==> config.mk <==
export PLATFORM = sky130hd
export DESIGN_NAME = btn_step_conditioner_flat
export DESIGN_NICKNAME = d
export VERILOG_FILES = /design/src/rtl/btn_step_conditioner_if.sv /design/src/rtl/btn_step_conditioner.sv /design/src/flat_wrapper.sv
export SDC_FILE = /design/constraint.sdc
export NUM_CORES = 1
export LEC_CHECK = 0
export ABC_AREA = 1
export BUFFER_PORTS_ARGS = -buffer_cell sky130_fd_sc_hd__buf_2
export CORE_MARGIN = 4
export CORE_UTILIZATION = 45
export DETAILED_ROUTE_END_ITERATION = 10
export GPL_TIMING_DRIVEN = 1
export PLACE_DENSITY_LB_ADDON = 0.25
export SLEW_MARGIN = 20
export SYNTH_ARGS = -nofsm -noshare
export SYNTH_HDL_FRONTEND = slang
export SYNTH_SLANG_ARGS = --single-unit
==> constraint.sdc <==
create_clock -name clk -period 6.1 [get_ports clk]
set_input_delay 0.915 -clock clk [delete_from_list [all_inputs] [get_ports clk]]
set_output_delay 0.915 -clock clk [all_outputs]
set_load 0.05 [all_outputs]
==> src/rtl/btn_step_conditioner_if.sv <==
// Pushbutton conditioner signal bundle: raw button in, debounced level and strobes out.
// Strobes are single-cycle, registered, and need no acknowledge; dbgState mirrors the FSM.
interface btn_step_conditioner_if;
  logic       btnRaw;
  logic       btnLevel;
  logic       pressPulse;
  logic       releasePulse;
  logic       stepPulse;
  logic [1:0] dbgState;

  modport master (
    output btnRaw,
    input  btnLevel, pressPulse, releasePulse, stepPulse, dbgState
  );

  modport slave (
    input  btnRaw,
    output btnLevel, pressPulse, releasePulse, stepPulse, dbgState
  );
endinterface

==> src/rtl/btn_step_conditioner.sv <==
// Synchronises and debounces one raw pushbutton, emitting press/release/step strobes
// with optional auto-repeat of the step strobe while the button is held.
module btn_step_conditioner #(
  parameter int unsigned DEBOUNCE_CYCLES = 1_000_000,
  parameter int unsigned REPEAT_EN       = 1,
  parameter int unsigned REPEAT_DELAY    = 50_000_000,
  parameter int unsigned REPEAT_PERIOD   = 20_000_000
) (
  input  logic                          clk,
  input  logic                          resetN,
  btn_step_conditioner_if.slave         btn_if
);

  localparam int unsigned HOLD_MAX = (REPEAT_DELAY > REPEAT_PERIOD) ? REPEAT_DELAY : REPEAT_PERIOD;
  localparam int unsigned HW       = $clog2(HOLD_MAX + 1);
  localparam int unsigned DW       = (DEBOUNCE_CYCLES > 1) ? $clog2(DEBOUNCE_CYCLES) : 1;

  localparam logic [DW-1:0] DB_LAST  = DW'(DEBOUNCE_CYCLES - 1);
  localparam logic [HW-1:0] DELAY_V  = HW'(REPEAT_DELAY);
  localparam logic [HW-1:0] PERIOD_V = HW'(REPEAT_PERIOD);
  localparam logic [HW-1:0] HOLD_SAT = HW'(HOLD_MAX);

  localparam logic [1:0] ST_RELEASED     = 2'd0;
  localparam logic [1:0] ST_PRESS_PEND   = 2'd1;
  localparam logic [1:0] ST_PRESSED      = 2'd2;
  localparam logic [1:0] ST_RELEASE_PEND = 2'd3;

  logic          sync1_q, btn_sync_q;
  logic [1:0]    state_q, state_d;
  logic [DW-1:0] db_cnt_q, db_cnt_d;
  logic [HW-1:0] hold_cnt_q, hold_cnt_d, hold_inc;
  logic          rep_q, rep_d;
  logic          level_q, level_d;
  logic          press_q, press_d;
  logic          release_q, release_d;
  logic          step_q, step_d;

  always_comb begin
    state_d    = state_q;
    db_cnt_d   = db_cnt_q;
    hold_cnt_d = hold_cnt_q;
    rep_d      = rep_q;
    press_d    = 1'b0;
    release_d  = 1'b0;
    step_d     = 1'b0;
    hold_inc   = hold_cnt_q + HW'(1);

    case (state_q)
      ST_RELEASED: begin
        if (btn_sync_q) begin
          state_d  = ST_PRESS_PEND;
          db_cnt_d = '0;
        end
      end
      ST_PRESS_PEND: begin
        if (!btn_sync_q) begin
          state_d = ST_RELEASED;
        end else if (db_cnt_q == DB_LAST) begin
          state_d    = ST_PRESSED;
          hold_cnt_d = '0;
          rep_d      = 1'b0;
          press_d    = 1'b1;
          step_d     = 1'b1;
        end else begin
          db_cnt_d = db_cnt_q + DW'(1);
        end
      end
      ST_PRESSED: begin
        if (!btn_sync_q) begin
          state_d  = ST_RELEASE_PEND;
          db_cnt_d = '0;
        end else if (REPEAT_EN != 0) begin
          // rep_q selects the interval: first the long delay, then the shorter period
          if (hold_inc == (rep_q ? PERIOD_V : DELAY_V)) begin
            step_d     = 1'b1;
            hold_cnt_d = '0;
            rep_d      = 1'b1;
          end else begin
            hold_cnt_d = hold_inc;
          end
        end else if (hold_cnt_q != HOLD_SAT) begin
          hold_cnt_d = hold_inc;
        end
      end
      ST_RELEASE_PEND: begin
        if (btn_sync_q) begin
          state_d    = ST_PRESSED;
          hold_cnt_d = '0;
          rep_d      = 1'b0;
        end else if (db_cnt_q == DB_LAST) begin
          state_d   = ST_RELEASED;
          release_d = 1'b1;
        end else begin
          db_cnt_d = db_cnt_q + DW'(1);
        end
      end
      default: state_d = ST_RELEASED;
    endcase

    level_d = (state_d == ST_PRESSED) || (state_d == ST_RELEASE_PEND);
  end

  always_ff @(posedge clk) begin
    if (!resetN) begin
      sync1_q    <= 1'b0;
      btn_sync_q <= 1'b0;
      state_q    <= ST_RELEASED;
      db_cnt_q   <= '0;
      hold_cnt_q <= '0;
      rep_q      <= 1'b0;
      level_q    <= 1'b0;
      press_q    <= 1'b0;
      release_q  <= 1'b0;
      step_q     <= 1'b0;
    end else begin
      sync1_q    <= btn_if.btnRaw;
      btn_sync_q <= sync1_q;
      state_q    <= state_d;
      db_cnt_q   <= db_cnt_d;
      hold_cnt_q <= hold_cnt_d;
      rep_q      <= rep_d;
      level_q    <= level_d;
      press_q    <= press_d;
      release_q  <= release_d;
      step_q     <= step_d;
    end
  end

  assign btn_if.btnLevel     = level_q;
  assign btn_if.pressPulse   = press_q;
  assign btn_if.releasePulse = release_q;
  assign btn_if.stepPulse    = step_q;
  assign btn_if.dbgState     = state_q;

endmodule

==> src/flat_wrapper.sv <==
// flat-port wrapper written by rule: the top's interface ports become plain ports
module btn_step_conditioner_flat 
#(
  parameter int unsigned DEBOUNCE_CYCLES = 1_000_000,
  parameter int unsigned REPEAT_EN       = 1,
  parameter int unsigned REPEAT_DELAY    = 50_000_000,
  parameter int unsigned REPEAT_PERIOD   = 20_000_000
)
  (clk, resetN, btn_if_btnRaw, btn_if_btnLevel, btn_if_pressPulse, btn_if_releasePulse, btn_if_stepPulse, btn_if_dbgState);
  btn_step_conditioner_if btn_if_i ();
  input  logic clk;
  input  logic resetN;
  input wire logic [$bits(btn_if_i.btnRaw)-1:0] btn_if_btnRaw;
  output wire logic [$bits(btn_if_i.btnLevel)-1:0] btn_if_btnLevel;
  output wire logic [$bits(btn_if_i.pressPulse)-1:0] btn_if_pressPulse;
  output wire logic [$bits(btn_if_i.releasePulse)-1:0] btn_if_releasePulse;
  output wire logic [$bits(btn_if_i.stepPulse)-1:0] btn_if_stepPulse;
  output wire logic [$bits(btn_if_i.dbgState)-1:0] btn_if_dbgState;
  assign btn_if_i.btnRaw = btn_if_btnRaw;
  assign btn_if_btnLevel = btn_if_i.btnLevel;
  assign btn_if_pressPulse = btn_if_i.pressPulse;
  assign btn_if_releasePulse = btn_if_i.releasePulse;
  assign btn_if_stepPulse = btn_if_i.stepPulse;
  assign btn_if_dbgState = btn_if_i.dbgState;
  btn_step_conditioner #(.DEBOUNCE_CYCLES(DEBOUNCE_CYCLES), .REPEAT_EN(REPEAT_EN), .REPEAT_DELAY(REPEAT_DELAY), .REPEAT_PERIOD(REPEAT_PERIOD)) u_core (.clk(clk), .resetN(resetN), .btn_if(btn_if_i));
endmodule
After elaboration in Yosys (flattened, before gate mapping) --
Index checks and enable logic that the tools add are counted.
Word-level totals: register bits 55, bits in latches 0, RAM bits 0, bits in read-only memories 0, bits of input ports 3, output and inout port bits 6, word-level logic and storage cells 68, memories kept 0
Operators by class: add/sub/neg operators 2, multipliers 0, div/mod/pow operators 0, order comparisons 0, equality and inequality tests 15, shifts and indexed selects 0, muxes and demuxes 31, bitwise gates (word level) 2, reduce and logical (&&, ||, !) cells 8
Operators with widths (number):
- $mux W26 | 6
- $mux W20 | 5
- $pmux W20 S4 | 1
- $pmux W26 S3 | 1
- $add A26 B1 Y26 const B | 1
- $eq A26 B26 Y1 | 1
- $add A20 B1 Y20 const B | 1
- $eq A20 B20 Y1 const B | 1
- $mux W2 | 6
- $ne A2 B1 Y1 const B | 6
- $mux W1 | 9
- $eq A2 B2 Y1 const B | 4
- $pmux W2 S4 | 1
- $reduce_and A6 Y1 | 1
- $reduce_and A5 Y1 | 1
- $ne A2 B2 Y1 const B | 2
- $reduce_and A4 Y1 | 1
- $pmux W1 S3 | 1
- $reduce_bool A3 Y1 | 1
- $reduce_or A3 Y1 | 1
- $eq A2 B1 Y1 const B | 1
- $logic_not A2 Y1 | 1
- $not A1 Y1 | 2
- $pmux W1 S2 | 1
- other kinds (2) | 2

Longest topological paths before layout --
Gate-level depths: netlist of the first run.
word-level depth 6, mapped depth 18, depth with buffers taken out 17

Worst setup path after synthesis of the first run --
Ideal clock, no wire load.
path kind reg2reg, start point register u_core.state_q[0], in the netlist u_core.btn_if.dbgState[0], end point register u_core.db_cnt_q[12], setup time 117 ps, arrival 2312 ps, data required time 5983 ps, slack 3670 ps, cell stages (with the launch flop) 16, buffers on the path 1, period minus slack after synthesis 2430 ps, cells stage by stage dfxtp_1 -> inv_1 -> ha_1 -> buf_4 -> inv_1 -> nand3_1 -> o31ai_1 -> nand2_1 -> nand2_1 -> nand3_1 -> inv_1 -> nand2_1 -> nor2_1 -> nand3_1 -> nand2_1 -> a21oi_1
On the way: cells in the longest elaborated chain, start to end 3, elaborated cells on any way between the ends 10, classes of those cells eq/ne (7); mux (1); reduce/logical (2)
RTL lines:
- start: declaration | line btn_step_conditioner.sv:29 | logic [1:0] state_q, state_d;
- start signal: assignment | line btn_step_conditioner.sv:118 | state_q <= state_d;
- $eq A2 B2 Y1 (tied with other cells) | line btn_step_conditioner.sv:48 | case (state_q)
- $ne A2 B2 Y1 (no source line) / $ne A2 B1 Y1 (equally long branches)
- $reduce_and A4 Y1 (no source line)
- end signal: assignment | line btn_step_conditioner.sv:119 | db_cnt_q <= db_cnt_d;
- end: declaration | line btn_step_conditioner.sv:30 | logic [DW-1:0] db_cnt_q, db_cnt_d;
Several ways; a longest one is shown, not always the timed one. A chain may end at the register's enable or synchronous reset.

Worst setup path in the final report of the first run --
start point register u_core.state_q[0], in the netlist u_core.btn_if.dbgState[0], end point register u_core.hold_cnt_q[16]
On the way: cells in the longest elaborated chain, start to end 3, elaborated cells on any way between the ends 10, classes of those cells eq/ne (7); mux (1); reduce/logical (2)
RTL lines:
- $eq A2 B2 Y1 / $eq A2 B1 Y1 (equally long branches) | line btn_step_conditioner.sv:48
- $ne A2 B1 Y1 (no source line) / $reduce_bool A3 Y1 (equally long branches)
- $reduce_and A5 Y1 (no source line)
- end signal: assignment | line btn_step_conditioner.sv:120 | hold_cnt_q <= hold_cnt_d;
- end: declaration | line btn_step_conditioner.sv:31 | logic [HW-1:0] hold_cnt_q, hold_cnt_d, hold_inc;
Several ways; a longest one is shown, not always the timed one.

==> key figures, run 1 <==
Cells and area
  – Final std cells w/o fill: 685
  – Ant. Diodes: 0
  – Design area: 3790 µm²
  – Layout Nets: 593
  – Area grow syn2layout: 4.45%
  – Share of layout cells above drive strength 1: 0.0738

Timing
  – Final setup margin: 2.74 ns
  – Setup TNS: 0 ns
  – Final hold violation count: 0
  – Maximum clock frequency: 0.298 GHz
  – Final Setup Violations: 0
  – Clock Skew: 0.00912 ns
  – Max-slew headroom: 0.363
  – Worst Tran Pin Value: 0.954 ns
  – Final period util: 0.551
  – Tmin final: 3.36 ns
  – Final Max Tran Viols: 0
  – RSZ-0062 raised after global routing: no

Placed design
  – Dpl cells: 678
  – HPWL after detailed placement: 6.38 mm
  – RePlAce Congestion: 0.958
  – Post-DP Area: 3690 µm²
  – Worst slack at placement: 2.74 ns
  – IO buf count: 8

Setup path
  – Req. time, crit path: 6.29 ns
  – R2R setup slack: 2.74 ns
  – Critical-path cell list: inv_1 -> ha_1 -> inv_1 -> o21ai_0 -> a211oi_1 -> nand2_1 -> inv_1 -> nand2_2 -> nand2_4 -> nor2_1
  – Crit path launch: u_core.btn_if.dbgState[0]
  – FF-to-FF path depth: 10
  – Crit Path Category: reg2reg
  – Worst r2r dst: u_core.hold_cnt_q[16]
  – Worst path slowest cell: inv_1
  – Worst Path Max Fanout: 31
  – Worst Setup EP: u_core.hold_cnt_q[16]
  – Crit-path max cell delay: 0.78 ns
  – Worst endpoint data arrival time: 3.55 ns
  – Reg-to-Reg Start: u_core.btn_if.dbgState[0]
  – Most used cell, CP: inv_1
  – Setup crit end kind: flip-flop
  – Setup crit start kind: flip-flop

Clocking
  – CTS-repair resized insts: 0
  – Worst skew pair latency: 0.31 ns
  – H-tree Lvls: 2
  – Clk buf depth: 2
  – CTS tree: done
  – # clock sinks: 55
  – Setup Buffers After CTS: 0
  – Clk slew on worst S/H paths: 0.10 ns
  – TritonCTS buffer count: 5
  – Hold_buf cts: 0
  – Root Buffer: clkbuf_8

Synth
  – Cell taking the most area after synthesis: dfxtp_1
  – Sequential share of the synthesized area: 0.304
  – Avg Cell Area, Syn: 6.24 µm²
  – Top cell type's share of synthesized area: 0.304
  – Synthesized Nets: 591
  – Top FF cell, synth: dfxtp_1
  – Yosys warnings: 0
  – Synth top area cells: dfxtp_1 (30%), nand2_1 (17%), nor2_1 (7.2%)
  – Flops & latches, synth: 55
  – Post-synthesis async set-or-reset flop share: 0
  – Synth cell types: 35
  – Most common cell in the netlist: nand2_1
  – Top cells by count, synth: nand2_1 (167), nor2_1 (70), inv_1 (69)
  – Netlist Area Pre-Place: 3620 µm²
  – Number of synthesized flops with an enable pin: 0
  – Mapped Cells: 581

Power
  – Comb pwr share: 0.394
  – LEAKAGE: 1.34 nW
  – Clock power share: 0.200
  – NetSw: 0.000468 W
  – Sw Share: 0.446
  – Total power: 0.00105 W
  – Maximum VDD drop: 0.207 mV
  – PwrDens: 277 nW/µm²
  – Sequential power share: 0.406
  – Cell-internal power: 0.000582 W

Global routing
  – Total track usage: 0.180
  – Pin count of the biggest net entering global routing: 32
  – First-pass GRT wire length: 14.7 mm
  – GR Overflow Total: 0
  – Vias in the first global route: 3,179
  – Initial antenna violation count: 0

Detailed routing
  – Vias per cell: 5.18
  – Remaining antenna violation count after routing: 0
  – Routed vias: 3,551
  – Drt initial violations: 336
  – Remaining DRCs: 0
  – DR WL/cell: 12.2 µm
  – 1st-pass router iterations: 5
  – Drt total wl: 8.37 mm

Hold path
  – Hold wc startpoint: u_core.sync1_q
  – Worst hold path type: reg2reg

Floorplan
  – Die Ht: 97.8 µm
  – Core Area: 7770 µm²
  – I/O pin count: 9
  – Initial core utilization: 0.467
  – Full die area: 9560 µm²
  – Die width: 97.8 µm
  – Rows: 32

Status
  – Status: completed

Flow run
  – Max-Cap Viols: 0
logic make-up after synthesis:
group / Yosys count / synth area share
simple gates: 356 / 0.446
fa+ha+maj: 7 / 0.0242
xor+xnor: 11 / 0.0266
compound gates: 67 / 0.0980
flops: 55 / 0.304
buf+inv: 85 / 0.101
area by class of cell:
class / instances / area, µm²
clock buffers: 6 / 82.6
well taps: 102 / 128
multi-input cells: 441 / 2160
clock inverters: 1 / 8.76
inverters: 72 / 270
flip-flops and latches: 55 / 1100
fillers: 822 / 3980
repair buffers: 8 / 40.0
power by group through the flow:
stage          clock (W)  combinational, W  sequential, W
2_1_floorplan          0          0.000343       0.000453
3_3_place_gp           0          0.000403       0.000431
3_5_place_dp           0          0.000412       0.000433
4_1_cts         0.000218          0.000415       0.000425
5_1_grt         0.000229          0.000470       0.000431
6_report        0.000210          0.000414       0.000426
how the worst min path moves through the flow:
stage          depth (start not counted)  slack (ns)                end
2_1_floorplan                          2        0.39  u_core.btn_sync_q
3_3_place_gp                           2        0.39  u_core.btn_sync_q
3_5_place_dp                           2        0.40  u_core.btn_sync_q
4_1_cts                                2        0.43  u_core.btn_sync_q
5_1_grt                                2        0.45  u_core.btn_sync_q
6_report                               2        0.43  u_core.btn_sync_q
placed cells by master (no fill, tap or decap), types with 2 or more instances in the layout:
| cell | Yosys | final |
|---|---|---|
| nand2_1 | 167 | 167 |
| nor2_1 | 70 | 70 |
| inv_1 | 69 | 69 |
| dfxtp_1 | 55 | 55 |
| nand3_1 | 39 | 39 |
| a21oi_1 | 35 | 35 |
| nand4_1 | 23 | 23 |
| o21ai_0 | 23 | 23 |
| nor3_1 | 21 | 21 |
| nor2_2 | 13 | 13 |
| xor2_1 | 10 | 10 |
| buf_2 | 2 | 8 |
| ha_1 | 7 | 7 |
| nor2_4 | 6 | 6 |
| clkbuf_8 | 0 | 6 |
| nor4_1 | 5 | 5 |
| nand2_2 | 5 | 5 |
| nand3b_1 | 3 | 3 |
| o21bai_1 | 2 | 2 |
| clkinv_1 | 2 | 2 |
| o31ai_1 | 2 | 2 |
per-layer routing:
layer  share of wire  up-vias  track usage
li1                -     1875            -
met1            0.51     1576        0.265
met2            0.43       92        0.275
met3           0.061        8       0.0314
met4          0.0066        0       0.0394
met5               0        -            0
flip-flops by register name, summed over array words and instances, names as in the netlist:
register and count:
u_core.btn_if.dbgState 2, u_core.db_cnt_q 20, u_core.hold_cnt_q 26, u_core.sync1_q 1
u_core.btn_if.stepPulse 1, u_core.btn_if.releasePulse 1, u_core.btn_if.btnLevel 1, u_core.btn_if.pressPulse 1
u_core.btn_sync_q 1, u_core.rep_q 1
worst max-delay path, delay by kind of cell (launching register included):
| family | cells | cell delay (ns) |
|---|---|---|
| adder cells (fa/ha/maj) | 1 | 0.34 |
| flip-flops | 1 | 0.42 |
| AO/OA/AOI/OAI | 2 | 0.27 |
| buffers and inverters | 3 | 1.07 |
| AND/OR/NAND/NOR | 4 | 1.14 |
per-stage QoR:
| stage | hold WS, ns | utilization |
|---|---|---|
| floorplan | 0.390 | - |
| global placement | 0.395 | 0.476 |
| detailed placement | 0.404 | 0.476 |
| CTS | 0.434 | 0.487 |
| global route | 0.449 | 0.487 |
| finish | 0.431 | 0.487 |
Power figures use the tool's default switching activity.
==> run 2: changes to the inputs <==
ABC_AREA = 0   (was 1)
clock period = 2.85 ns   (was 6.1 ns; I/O delays follow)
==> run 2 against run 1 <==
Compared with the run above: die area down 9.7%; clock skew down 0.00056 ns; cell area up 0.46%; setup slack worse by 2.6 ns; combinational power up 18%; flip-flop and latch count unchanged; core utilization up 6.3 points; first-iteration DRC count down 63%; synthesized cell count down 31%; critical endpoint is now u_core.btn_if.stepPulse; largest cell class unchanged; largest power group unchanged; highest routed layer unchanged.
==> key figures, run 2 <==
Cells and area
  – Max reg flops: 26 (unchanged)
  – Final std cells w/o fill: 522 (was 685)
  – Layout Nets: 435 (was 593)
  – Share of layout cells above drive strength 1: 0.216 (was 0.0738)
  – Ant. Diodes: 0 (unchanged)
  – Commonest non-fill, non-tap cell in the layout: nor2_1 (was nand2_1)
  – Area grow syn2layout: 17.2% (was 4.45%)
  – Top reg by flops: u_core.hold_cnt_q (unchanged)
  – Most frequent cells in the layout: nor2_1 (54), dfxtp_1 (48), nand2_1 (40) (was nand2_1 (167), nor2_1 (70), inv_1 (69))

Global routing
  – Total track usage: 0.180 (about the same)
  – First-pass GRT wire length: 12.9 mm (was 14.7 mm)
  – GR Overflow Total: 0 (unchanged)
  – Pin count of the biggest net entering global routing: 40 (was 32)
  – Vias in the first global route: 2,709 (was 3,179)
  – Initial antenna violation count: 0 (unchanged)

Clocking
  – Clk buf depth: 2 (unchanged)
  – Clk slew on worst S/H paths: 0.10 ns (about the same)
  – CTS tree: done (unchanged)
  – Hold_buf cts: 0 (unchanged)
  – # clock sinks: 55 (unchanged)
  – Root Buffer: clkbuf_8 (unchanged)
  – TritonCTS buffer count: 5 (unchanged)
  – Worst skew pair latency: 0.30 ns (was 0.31 ns)
  – H-tree Lvls: 2 (unchanged)

Timing
  – Final hold violation count: 0 (unchanged)
  – Worst Tran Pin Value: 0.631 ns (was 0.954 ns)
  – Tmin final: 2.71 ns (was 3.36 ns)
  – Final Setup Violations: 0 (unchanged)
  – Maximum clock frequency: 0.370 GHz (was 0.298 GHz)
  – RSZ-0062 raised after global routing: yes (was no)
  – Clock Skew: 0.00856 ns (was 0.00912 ns)
  – Max-slew headroom: 0.580 (was 0.363)
  – Final Max Tran Viols: 0 (unchanged)
  – Final period util: 0.949 (was 0.551)

Detailed routing
  – Drt initial violations: 125 (was 336)
  – DR WL/cell: 14.1 µm (was 12.2 µm)
  – Remaining DRCs: 0 (unchanged)
  – Vias per cell: 5.40 (was 5.18)
  – Remaining antenna violation count after routing: 0 (unchanged)
  – Drt total wl: 7.35 mm (was 8.37 mm)
  – 1st-pass router iterations: 4 (was 5)
  – Routed vias: 2,817 (was 3,551)

Floorplan
  – I/O pin count: 9 (unchanged)
  – Full die area: 8630 µm² (was 9560 µm²)
  – Die width: 92.9 µm (was 97.8 µm)
  – Initial core utilization: 0.470 (was 0.467)
  – Core Area: 6910 µm² (was 7770 µm²)
  – Rows: 30 (was 32)
  – Die Ht: 92.9 µm (was 97.8 µm)

Power
  – PwrDens: 459 nW/µm² (was 277 nW/µm²)
  – Maximum VDD drop: 0.414 mV (was 0.207 mV)
  – Total power: 0.00175 W (was 0.00105 W)
  – LEAKAGE: 1.39 nW (was 1.34 nW)

Synth
  – Cell taking the most area after synthesis: dfxtp_1 (unchanged)
  – Synth cell types: 57 (was 35)
  – Avg Cell Area, Syn: 8.13 µm² (was 6.24 µm²)
  – Synth top area cells: dfxtp_1 (34%), xor2_1 (7.8%), nor2_1 (6.2%) (was dfxtp_1 (30%), nand2_1 (17%), nor2_1 (7.2%))
  – Mapped Cells: 399 (was 581)
  – Most common cell in the netlist: dfxtp_1 (was nand2_1)
  – Post-synthesis async set-or-reset flop share: 0 (unchanged)
  – Top FF cell, synth: dfxtp_1 (unchanged)
  – Sequential share of the synthesized area: 0.339 (was 0.304)
  – Flops & latches, synth: 55 (unchanged)
  – Top cells by count, synth: dfxtp_1 (55), nor2_1 (54), nand2_1 (40) (was nand2_1 (167), nor2_1 (70), inv_1 (69))
  – Synthesized Nets: 409 (was 591)
  – Number of synthesized flops with an enable pin: 0 (unchanged)
  – Yosys warnings: 0 (unchanged)
  – Top cell type's share of synthesized area: 0.339 (was 0.304)
  – Netlist Area Pre-Place: 3240 µm² (was 3620 µm²)

Setup path
  – Worst Path Max Fanout: 6 (was 31)
  – Crit Path Category: reg2reg (unchanged)
  – Setup crit end kind: flip-flop (unchanged)
  – Req. time, crit path: 3.10 ns (was 6.29 ns)
  – Setup crit start kind: flip-flop (unchanged)
  – Worst endpoint data arrival time: 2.96 ns (was 3.55 ns)

Placed design
  – IO buf count: 8 (unchanged)
  – Dpl cells: 513 (was 678)
  – HPWL after detailed placement: 5.28 mm (was 6.38 mm)
  – RePlAce Congestion: 0.928 (was 0.958)

Hold path
  – Worst hold path type: in2reg (was reg2reg)

Flow run
  – Max-Cap Viols: 0 (unchanged)

Status
  – Status: completed (unchanged)
run 2: cell types whose count changed after synthesis, moves of 16 or more:
cell	before	now
nand3_1	39	20
xor2_1	10	29
a21oi_1	35	10
xnor2_1	1	22
nor2_1	70	54
nand2_1	167	40
inv_1	69	12
run 2: kinds of logic after synthesis:
logic type	share of synthesized area
mux	0.00926
flops	0.339
simple gates	0.340
compound gates	0.0960
xor+xnor	0.138
buf+inv	0.0505
fa+ha+maj	0.0270
run 2: repair_timing:
action | CTS | global route
setup buffers | 0 | 1
resized for setup | 0 | 30
endpoints found under the setup margin | 0 | 35
run 2: cell type report:
type / instances / area [µm²]
clock inverter: 2 / 16.3
inverter: 12 / 45.0
timing repair buffer: 41 / 313
sequential: 55 / 1110
tap: 96 / 120
fill: 667 / 3100
clock buffer: 6 / 72.6
multi-input combinational: 310 / 2130
run 2: worst paths after layout:
path / from / slack (ns) / endpoint / cells past startpoint
worst max register to register: u_core.hold_cnt_q[7] / 0.14 / u_core.btn_if.stepPulse / 10
worst max-delay path: u_core.hold_cnt_q[7] / 0.14 / u_core.btn_if.stepPulse / 10
worst min-delay path: btn_if_btnRaw / 0.32 / u_core.sync1_q / 2
worst min register to register: u_core.sync1_q / 0.44 / u_core.btn_sync_q / 1
run 2: stage by stage:
stage | util | setup TNS, ns | worst slack (ns) | cell area, µm² | hold WS (ns)
CTS | 0.527 | 0 | 0.0438 | 3640 | 0.310
global placement | 0.514 | 0 | 0.0998 | 3550 | 0.414
global route | 0.551 | -0.579 | -0.0784 | 3800 | 0.321
floorplan | - | 0 | 0.0969 | 3240 | 0.412
detailed placement | 0.514 | 0 | 0.0866 | 3550 | 0.420
finish | 0.551 | 0 | 0.145 | 3800 | 0.322
run 2: report_power, final:
group          leakage, nW  internal, W  switching, W
sequential           0.447     0.000790     0.0000308
combinational        0.902     0.000155      0.000334
clock               0.0418     0.000177      0.000260
run 2: routing by layer:
metal,GRT usage,up-vias,wire length (µm)
met5,0,-,0
met4,0.0330,0,49
met3,0.0317,4,254
met2,0.305,47,3580
met1,0.242,1319,3460
li1,-,1447,-
run 2: worst max-delay path: stages, from the launching register on:
cell,delay (ns)
dfxtp_1,0.45
nand3_1,0.23
buf_4,0.22
nor4_1,0.29
xnor2_1,0.18
a2111o_1,0.38
mux2i_2,0.21
o2111ai_4,0.16
buf_4,0.20
o21ai_0,0.13
and4_1,0.21
==> run 3: changes to the inputs <==
CAP_MARGIN = 20   (was not set)
REMOVE_ABC_BUFFERS = 1   (was not set)
==> run 3 against run 2 <==
Compared with the run above: sequential power about the same; total power increased by 1.3%; routed wire length barely moved; die area unchanged; fmax is 1.4% lower; core utilization is 0.47 points lower; non-clock buffer count increased by 4; critical path type unchanged.
==> key figures, run 3 (synthesized netlist as in run 2, its figures left out) <==
Global routing
  – Vias in the first global route: 2,595 (was 2,709)
  – Initial antenna violation count: 0 (unchanged)
  – Pin count of the biggest net entering global routing: 20 (was 40)
  – GR Overflow Total: 0 (unchanged)
  – First-pass GRT wire length: 12.3 mm (was 12.9 mm)
  – Total track usage: 0.173 (was 0.180)

Detailed routing
  – Routed vias: 2,900 (was 2,817)
  – DR WL/cell: 14.0 µm (was 14.1 µm)
  – Vias per cell: 5.51 (was 5.40)
  – Remaining DRCs: 0 (unchanged)
  – Drt initial violations: 236 (was 125)
  – Remaining antenna violation count after routing: 0 (unchanged)
  – 1st-pass router iterations: 5 (was 4)
  – Drt total wl: 7.35 mm (about the same)

Power
  – Maximum VDD drop: 0.243 mV (was 0.414 mV)
  – LEAKAGE: 1.39 nW (about the same)
  – Total power: 0.00177 W (was 0.00175 W)
  – PwrDens: 470 nW/µm² (was 459 nW/µm²)

Setup path
  – Crit Path Category: reg2reg (unchanged)
  – Worst Path Max Fanout: 8 (was 6)
  – Reg-to-Reg Start: u_core.hold_cnt_q[0] (was u_core.hold_cnt_q[7])
  – Req. time, crit path: 3.07 ns (was 3.10 ns)
  – Worst endpoint data arrival time: 2.97 ns (was 2.96 ns)
  – R2R setup slack: 0.11 ns (was 0.14 ns)
  – Worst r2r dst: u_core.hold_cnt_q[25] (was u_core.btn_if.stepPulse)
  – Setup crit end kind: flip-flop (unchanged)
  – Setup crit start kind: flip-flop (unchanged)
  – FF-to-FF path depth: 11 (was 10)

Timing
  – Final Max Tran Viols: 0 (unchanged)
  – Maximum clock frequency: 0.364 GHz (was 0.370 GHz)
  – Final period util: 0.963 (was 0.949)
  – Clock Skew: 0.0113 ns (was 0.00856 ns)
  – Final Setup Violations: 0 (unchanged)
  – Setup TNS: 0 ns (unchanged)
  – Tmin final: 2.74 ns (was 2.71 ns)
  – Final hold violation count: 0 (unchanged)
  – Max-slew headroom: 0.601 (was 0.580)
  – Worst Tran Pin Value: 0.598 ns (was 0.631 ns)

Clocking
  – Setup Buffers After CTS: 0 (unchanged)
  – Root Buffer: clkbuf_8 (unchanged)
  – Clk buf depth: 2 (unchanged)
  – CTS tree: done (unchanged)
  – Worst skew pair latency: 0.32 ns (was 0.30 ns)
  – Hold_buf cts: 0 (unchanged)
  – H-tree Lvls: 2 (unchanged)
  – # clock sinks: 55 (unchanged)
  – TritonCTS buffer count: 5 (unchanged)
  – Clk slew on worst S/H paths: 0.11 ns (was 0.10 ns)

Cells and area
  – Most frequent cells in the layout: nor2_1 (54), dfxtp_1 (53), nand2_1 (40) (was nor2_1 (54), dfxtp_1 (48), nand2_1 (40))
  – Layout Nets: 439 (was 435)
  – Area grow syn2layout: 16.2% (was 17.2%)
  – Top reg by flops: u_core.hold_cnt_q (unchanged)
  – Share of layout cells above drive strength 1: 0.209 (was 0.216)
  – Design area: 3770 µm² (was 3800 µm²)
  – Max reg flops: 26 (unchanged)
  – Commonest non-fill, non-tap cell in the layout: nor2_1 (unchanged)
  – Ant. Diodes: 0 (unchanged)

Hold path
  – Worst hold path type: in2reg (unchanged)
  – Hold wc startpoint: btn_if_btnRaw (unchanged)
  – Worst Hold Depth: 2 (unchanged)
  – Worst Hold Path EP: u_core.sync1_q (unchanged)

Floorplan
  – I/O pin count: 9 (unchanged)
  – Full die area: 8630 µm² (unchanged)
  – Die Ht: 92.9 µm (unchanged)
  – Initial core utilization: 0.470 (unchanged)
  – Rows: 30 (unchanged)
  – Core Area: 6910 µm² (unchanged)
  – Die width: 92.9 µm (unchanged)

Flow run
  – Max-Cap Viols: 0 (unchanged)

Placed design
  – Post-DP Area: 3570 µm² (was 3550 µm²)
  – HPWL after detailed placement: 5.25 mm (was 5.28 mm)
  – IO buf count: 8 (unchanged)
  – RePlAce Congestion: 0.934 (was 0.928)

Status
  – Status: completed (unchanged)
## run 3: how the worst max path moves through the flow
stage                         startpoint                    end  slack [ns]
floorplan             u_core.db_cnt_q[8]           u_core.rep_q       -0.22
global placement      u_core.db_cnt_q[7]   u_core.hold_cnt_q[4]        0.08
detailed placement    u_core.db_cnt_q[7]   u_core.hold_cnt_q[4]        0.04
CTS                   u_core.db_cnt_q[7]  u_core.hold_cnt_q[10]       0.004
global route          u_core.db_cnt_q[8]   u_core.hold_cnt_q[4]      -0.009
finish              u_core.hold_cnt_q[0]  u_core.hold_cnt_q[25]        0.11
## run 3: critical path, cell delays in order (launching register included)
cell       delay, ns
dfxtp_1         0.40
nand3_2         0.11
buf_4           0.18
nor4_1          0.31
buf_4           0.21
nand4_1         0.15
xnor2_1         0.20
nor4_2          0.41
o2111ai_4       0.19
a21oi_4         0.24
buf_4           0.19
nor2_1          0.06
## run 3: area by class of cell
type                    count  area (µm²)
clock buffers               5        68.8
clock inverters             3        27.5
fillers                   679        3140
inverters                  12        45.0
multi-input cells         310        2070
flip-flops and latches     55        1100
well taps                  96         120
repair buffers             45         332
## run 3: timing repair
action                                  in CTS  in global routing
gates resized for setup                      1                 18
pin swaps                                    0                  2
endpoints found under the setup margin       1                 33
cloned                                       0                  1
## run 3: where the power goes
group          leakage (nW)  switching [W]  internal (W)  total, W
sequential            0.445      0.0000323      0.000790  0.000823
combinational         0.896       0.000319      0.000162  0.000481
clock                0.0467       0.000285      0.000183  0.000468
total                  1.39       0.000636       0.00114   0.00177
## run 3: routing by layer
layer	track usage	share of wire	up-vias
li1	-	-	1456
met1	0.247	0.49	1359
met4	0.0513	0.017	0
met3	0.0276	0.043	15
met5	0	0	-
met2	0.268	0.45	70
## run 3: metrics by stage
stage / worst slack, ns / hold WS [ns] / std cells / util
after detailed placement: 0.0357 / 0.422 / 517 / 0.517
after global routing: -0.00942 / 0.321 / 526 / 0.546
final: 0.106 / 0.329 / 526 / 0.546
after CTS: 0.00374 / 0.321 / 525 / 0.532
after floorplan: -0.221 / 0.412 / 377 / -
after global placement: 0.0790 / 0.420 / 517 / 0.517
